==> config.mk <==
export PLATFORM = sky130hd
export DESIGN_NAME = uart_rx_ctrl
export DESIGN_NICKNAME = d
export VERILOG_FILES = /design/src/rtl/uart_pkg.sv /design/src/rtl/sync_fifo.sv /design/src/rtl/uart_rx_ctrl.sv
export SDC_FILE = /design/constraint.sdc
export NUM_CORES = 1
export LEC_CHECK = 0
export CAP_MARGIN = 20
export CORE_MARGIN = 5
export CORE_UTILIZATION = 30
export CTS_BUF_LIST = sky130_fd_sc_hd__clkbuf_2
export CTS_CLUSTER_SIZE = 8
export DETAILED_ROUTE_END_ITERATION = 16
export PLACE_DENSITY_LB_ADDON = 0.1
export SYNTH_ARGS = -nofsm -noshare
export SYNTH_HDL_FRONTEND = slang
export SYNTH_HIERARCHICAL = 1
export SYNTH_SLANG_ARGS = --single-unit
==> constraint.sdc <==
create_clock -name clk -period 10.05 [get_ports clk]
set_input_delay 2.01 -clock clk [delete_from_list [all_inputs] [get_ports clk]]
set_output_delay 2.01 -clock clk [all_outputs]
set_load 0.005 [all_outputs]
==> src/rtl/uart_pkg.sv <==
// Shared types and constants for the UART receive controller.
// Holds the handshake FSM encoding, the default FIFO depth and a saturating increment helper.
package uart_pkg;

  typedef enum logic [1:0] {
    ST_IDLE     = 2'd0,
    ST_ACK      = 2'd1,
    ST_WAIT_LOW = 2'd2
  } rxc_state_t;

  localparam int DEFAULT_DEPTH = 8;

  function automatic logic [7:0] sat_inc8(input logic [7:0] value);
    return (value == 8'hFF) ? value : value + 8'd1;
  endfunction

endpackage

==> src/rtl/sync_fifo.sv <==
// Show-ahead synchronous FIFO: dout always presents the oldest stored entry.
// Pointers wrap naturally because DEPTH is a power of two.
module sync_fifo #(
  parameter int DEPTH = 8,
  parameter int WIDTH = 8
) (
  input  logic                     clk,
  input  logic                     rst,
  input  logic                     push,
  input  logic [WIDTH-1:0]         din,
  input  logic                     pop,
  output logic [WIDTH-1:0]         dout,
  output logic                     empty,
  output logic                     full,
  output logic [$clog2(DEPTH):0]   count
);

  localparam int AW = $clog2(DEPTH);

  logic [WIDTH-1:0] mem [DEPTH];
  logic [AW-1:0]    wr_ptr_reg;
  logic [AW-1:0]    rd_ptr_reg;
  logic [AW:0]      count_reg;
  logic             do_push;
  logic             do_pop;

  assign empty   = (count_reg == '0);
  assign full    = (count_reg == (AW+1)'(DEPTH));
  assign do_push = push && !full;
  assign do_pop  = pop && !empty;
  assign count   = count_reg;
  assign dout    = mem[rd_ptr_reg];

  // Storage has no reset so it can map onto RAM; only the pointers define validity.
  always_ff @(posedge clk) begin
    if (do_push) begin
      mem[wr_ptr_reg] <= din;
    end
  end

  always_ff @(posedge clk) begin
    if (rst) begin
      wr_ptr_reg <= '0;
      rd_ptr_reg <= '0;
      count_reg  <= '0;
    end else begin
      if (do_push) begin
        wr_ptr_reg <= wr_ptr_reg + 1'b1;
      end
      if (do_pop) begin
        rd_ptr_reg <= rd_ptr_reg + 1'b1;
      end
      case ({do_push, do_pop})
        2'b10:   count_reg <= count_reg + 1'b1;
        2'b01:   count_reg <= count_reg - 1'b1;
        default: count_reg <= count_reg;
      endcase
    end
  end

endmodule

==> src/rtl/uart_rx_ctrl.sv <==
// Receiver-side controller: handshakes bytes from a UART receiver into a FIFO,
// drops framing-error bytes and keeps saturating framing/overrun error counts.
module uart_rx_ctrl
  import uart_pkg::*;
#(
  parameter int DEPTH = DEFAULT_DEPTH
) (
  input  logic                   clk,
  input  logic                   rst,
  input  logic                   rx_valid,
  input  logic [7:0]             rx_data,
  input  logic                   rx_ferr,
  input  logic                   rx_oerr,
  output logic                   rx_rdy,
  input  logic                   rd_en,
  output logic [7:0]             dout,
  output logic                   empty,
  output logic                   full,
  output logic [$clog2(DEPTH):0] count,
  input  logic                   clr_err,
  output logic [7:0]             ferr_cnt,
  output logic [7:0]             oerr_cnt
);

  rxc_state_t state_reg;
  rxc_state_t state_next;
  logic       rx_rdy_reg;
  logic       push;
  logic       ferr_inc;
  logic       oerr_inc;
  logic       oerr_reg;
  logic [7:0] ferr_cnt_reg;
  logic [7:0] oerr_cnt_reg;

  always_ff @(posedge clk) begin
    if (rst) begin
      state_reg  <= ST_IDLE;
      rx_rdy_reg <= 1'b0;
    end else begin
      state_reg  <= state_next;
      rx_rdy_reg <= (state_next == ST_ACK);
    end
  end

  always_comb begin
    state_next = state_reg;
    case (state_reg)
      ST_IDLE: begin
        // A good byte waits while the FIFO is full; a bad byte is always taken so it can be dropped.
        if (rx_valid && (rx_ferr || !full)) begin
          state_next = ST_ACK;
        end
      end
      ST_ACK:      state_next = ST_WAIT_LOW;
      ST_WAIT_LOW: begin
        if (!rx_valid) begin
          state_next = ST_IDLE;
        end
      end
      default:     state_next = ST_IDLE;
    endcase
  end

  always_comb begin
    push     = 1'b0;
    ferr_inc = 1'b0;
    if (state_reg == ST_IDLE && rx_valid) begin
      push     = !rx_ferr && !full;
      ferr_inc = rx_ferr;
    end
  end

  assign oerr_inc = rx_oerr && !oerr_reg;

  always_ff @(posedge clk) begin
    if (rst) begin
      oerr_reg     <= 1'b0;
      ferr_cnt_reg <= 8'd0;
      oerr_cnt_reg <= 8'd0;
    end else begin
      oerr_reg <= rx_oerr;
      if (clr_err) begin
        ferr_cnt_reg <= 8'd0;
        oerr_cnt_reg <= 8'd0;
      end else begin
        if (ferr_inc) begin
          ferr_cnt_reg <= sat_inc8(ferr_cnt_reg);
        end
        if (oerr_inc) begin
          oerr_cnt_reg <= sat_inc8(oerr_cnt_reg);
        end
      end
    end
  end

  assign rx_rdy   = rx_rdy_reg;
  assign ferr_cnt = ferr_cnt_reg;
  assign oerr_cnt = oerr_cnt_reg;

  sync_fifo #(
    .DEPTH (DEPTH),
    .WIDTH (8)
  ) u_fifo (
    .clk   (clk),
    .rst   (rst),
    .push  (push),
    .din   (rx_data),
    .pop   (rd_en),
    .dout  (dout),
    .empty (empty),
    .full  (full),
    .count (count)
  );

endmodule

==> impl_metrics.py <==
metrics = {
    "setup_path": {
        "r2r_slack_ns": 6.84,
        "cpPeakStageDelay_ns": 0.68,
        "path_max_fanout": 8,
        "slowest_stage": "nor3_1",
        "path_class": "in2reg",
        "path_depth": 11,
        "r2r_end": "u_fifo/count[2]",
        "r2r_cells": 11,
        "crit_end": "u_fifo/count[2]",
        "reg2reg_from": "u_fifo/count[1]",
        "crit_start": "rx_valid",
        "start_kind": "input port",
        "required_ns": 10.55,
        "path_buf_inv": 1,
        "cp_data_arrival_time_ns": 5.17,
        "cp-end-kind": "register",
        "cp_top_family": "simple AND/OR/NAND/NOR gates",
        "crit_chain": "clkdlybuf4s50_1 > or3b_2 > nor3_1 > nand2_8 > ha_1 > xor2_1 > ha_1 > a21oi_1 > xor2_1 > or3_1 > a21oi_1",
    },
    "sta": {
        "setup_tns_ns": 0,
        "drv_slew": 0,
        "fin_crit_sh_pct": 46.5,
        "max_slew_margin_pct": 33.3,
        "fmax_mhz": 214,
        "finalWorstSetupSlack_ns": 5.38,
        "hold_slack_ns": 0.530,
        "worst_slew_pin_slew_ns": 0.997,
        "rsz0062_at_grt": "no",
        "setup_viol": 0,
        "fin_crit_ns": 4.67,
        "finClkSkew_ns": 0.0402,
        "hold_viol_final": 0,
    },
    "clocking": {
        "cts_buffers": 9,
        "cts_buffer_depth": 2,
        "cts_tree": "yes",
        "cts_root_buf": "clkbuf_2",
        "cts_setup_buffers": 0,
        "worstSkewPairLatency_ns": 0.58,
        "htree_levels": 3,
        "cts.hold.buffers_added": 0,
        "post_cts_resized": 0,
        "cts.sinks": 97,
        "clkSlewWorstSetupHoldPaths_ns": 0.27,
    },
    "place": {
        "post-place-ws_ns": 4.77,
        "gp_congestion": 0.707,
        "io_buffers": 45,
        "detailed_place_hpwl_mm": 5.39,
    },
    "floorplanning": {
        "pin_count": 46,
        "die_area_um2": 16100,
        "start_util_pct": 30.8,
        "die_w_um": 127,
        "core_um2": 13300,
        "rows": 42,
        "chipHeight_um": 127,
    },
    "logic_synthesis": {
        "syn_area_um2": 4090,
        "ys_async_sr_fraction_pct": 0,
        "syn_area_per_cell_um2": 15.3,
        "ys.flop_type": "edfxtp_1",
        "synth_edf_count": 64,
        "netlist-cell-type-count": 51,
        "synth_seq_cells": 97,
        "synth_fp_nets": 289,
        "syn_inst": 267,
        "yosysSeqAreaShare_pct": 63.1,
        "ys_warn_count": 6,
    },
    "final_layout": {
        "nFillCells": 1275,
        "area_delta_synth_final_pct": 19.3,
        "largest_register_ffs": 64,
        "post-route-util_pct": 36.7,
        "layout-drive-gt1-share_pct": 15.7,
        "num_antenna_cells": 0,
        "nNetsFinal": 341,
    },
    "outcome": {
        "outcome": "completed",
    },
    "routing": {
        "routedWlPerCell_um": 16.4,
        "drc": 0,
        "drt_iter0_drc": 123,
        "via_per_inst": 4.68,
        "dr.pass1.iters": 4,
        "ant_nets": 0,
        "vias": 2340,
        "wirelength_mm": 8.19,
    },
    "pwr": {
        "power.leakage_nw": 1.64,
        "vdd.ir_drop.worst_uv": 115,
        "power_density_nw_per_um2": 181,
    },
    "job": {
        "cap_viol_max_count": 0,
    },
    "global_route": {
        "grt_use_met2_pct": 16.1,
        "grt_pass1_vias": 2299,
        "grtUsageMet3_pct": 4.04,
        "antenna_found_initial": 0,
        "overflow": 0,
        "top_usage_layer": "met2",
        "grt_util_met1_pct": 13.4,
        "grt_max_degree": 18,
        "grt_pass1_wl_mm": 12.7,
        "grt_usage_pct": 10.4,
    },
    "hold_path": {
        "hold_class": "reg2reg",
    },
}
final cells by class:
cell class / instances / area, um2 / share of cell area (%)
Sequential cell: 97 / 2580 / 52.9
Multi-Input combinational cell: 157 / 1430 / 29.4
Timing Repair Buffer: 51 / 515 / 10.6
Tap cell: 176 / 220 / 4.51
Clock inverter: 6 / 66.3 / 1.36
Clock buffer: 10 / 50.0 / 1.03
Inverter: 3 / 11.3 / 0.231
layer usage:
layer  vias to the layer above  part of all wire, %
met2                        46                   47
met4                         0                  1.4
li1                       1136                    -
met1                      1148                   48
met3                        10                  4.2
met5                         -                    0
through the flow:
stage	instances	cell area, um2	total power, mW
after floorplan	267	4090	0.619
after detailed placement	483	4740	0.694
after global routing	500	4880	0.933
final	500	4880	0.882
after CTS	499	4850	0.886
after global placement	483	4740	0.694
worst min-delay path by stage:
stage / start / endpoint / cells past startpoint
after CTS: oerr_cnt[7] / oerr_cnt[5] / 2
after floorplan: u_fifo/rd_ptr_reg[2] / register / 2
after detailed placement: oerr_cnt[5] / oerr_cnt[5] / 1
final: oerr_cnt[7] / oerr_cnt[5] / 2
after global placement: oerr_cnt[5] / oerr_cnt[5] / 1
after global routing: oerr_cnt[7] / oerr_cnt[5] / 2
worst register-to-register path: stages, from the launching register on:
cell and delay, ns:
dfxtp_1 0.57, or4b_4 0.27, inv_1 0.08, nor3_1 0.72, nand2_8 0.15, ha_1 0.33, xor2_1 0.17, ha_1 0.19
a21oi_1 0.14, xor2_1 0.09, or3_1 0.30, a21oi_1 0.13
synth_stat cells (2+ instances only):
| cell | count | area, um2 |
|---|---|---|
| mux2_2 | 10 | 113 |
| and4_1 | 4 | 35.0 |
| nand2_1 | 7 | 26.3 |
| nand3_1 | 7 | 35.0 |
| o211ai_1 | 2 | 15.0 |
| nor3b_1 | 2 | 15.0 |
| clkbuf_1 | 4 | 15.0 |
| xor2_1 | 10 | 87.6 |
| a21oi_1 | 6 | 30.0 |
| nor4_1 | 2 | 12.5 |
| mux4_2 | 8 | 180 |
| nand4_1 | 3 | 18.8 |
| a31oi_1 | 3 | 18.8 |
| buf_6 | 4 | 45.0 |
| inv_1 | 3 | 11.3 |
| mux4_1 | 8 | 210 |
| or3_1 | 2 | 12.5 |
| ha_1 | 7 | 87.6 |
| nor2_1 | 24 | 90.1 |
| o21ai_0 | 3 | 15.0 |
| dfxtp_1 | 33 | 661 |
| mux2i_1 | 8 | 80.1 |
| nor2b_1 | 3 | 18.8 |
| and3_1 | 3 | 18.8 |
| nor3_1 | 7 | 35.0 |
| o21ai_1 | 2 | 10.0 |
| nand2b_1 | 4 | 25.0 |
| edfxtp_1 | 64 | 1920 |
| a311oi_1 | 2 | 17.5 |
where the power goes:
group          total (mW)  internal (mW)  switching [mW]  leakage, nW
clock               0.191         0.0587           0.132       0.0662
sequential          0.471          0.445          0.0261        0.845
combinational       0.221          0.133          0.0874        0.730
total               0.882          0.637           0.245         1.64
layout by cell type, fill, tap and decap left out, types with 5 or more instances in the layout:
master and instances:
edfxtp_1 64, clkdlybuf4s50_1 45, dfxtp_1 33, nor2_1 24
mux2_2 10, xor2_1 10, clkbuf_2 10, mux2i_1 8
mux4_2 8, mux4_1 8, nor3_1 7, nand3_1 7
nand2_1 7, ha_1 7, a21oi_1 6, buf_4 5
logic make-up after synthesis:
| group | after synthesis | share of synthesized area [%] |
|---|---|---|
| AND/OR/NAND/NOR | 80 | 11.6 |
| flip-flops | 97 | 63.1 |
| buffers and inverters | 13 | 1.96 |
| multiplexers | 34 | 14.3 |
| AO/OA/AOI/OAI | 24 | 4.19 |
| XOR/XNOR | 12 | 2.75 |
| adder cells (fa/ha/maj) | 7 | 2.14 |
(Power assumes the default switching activity.)
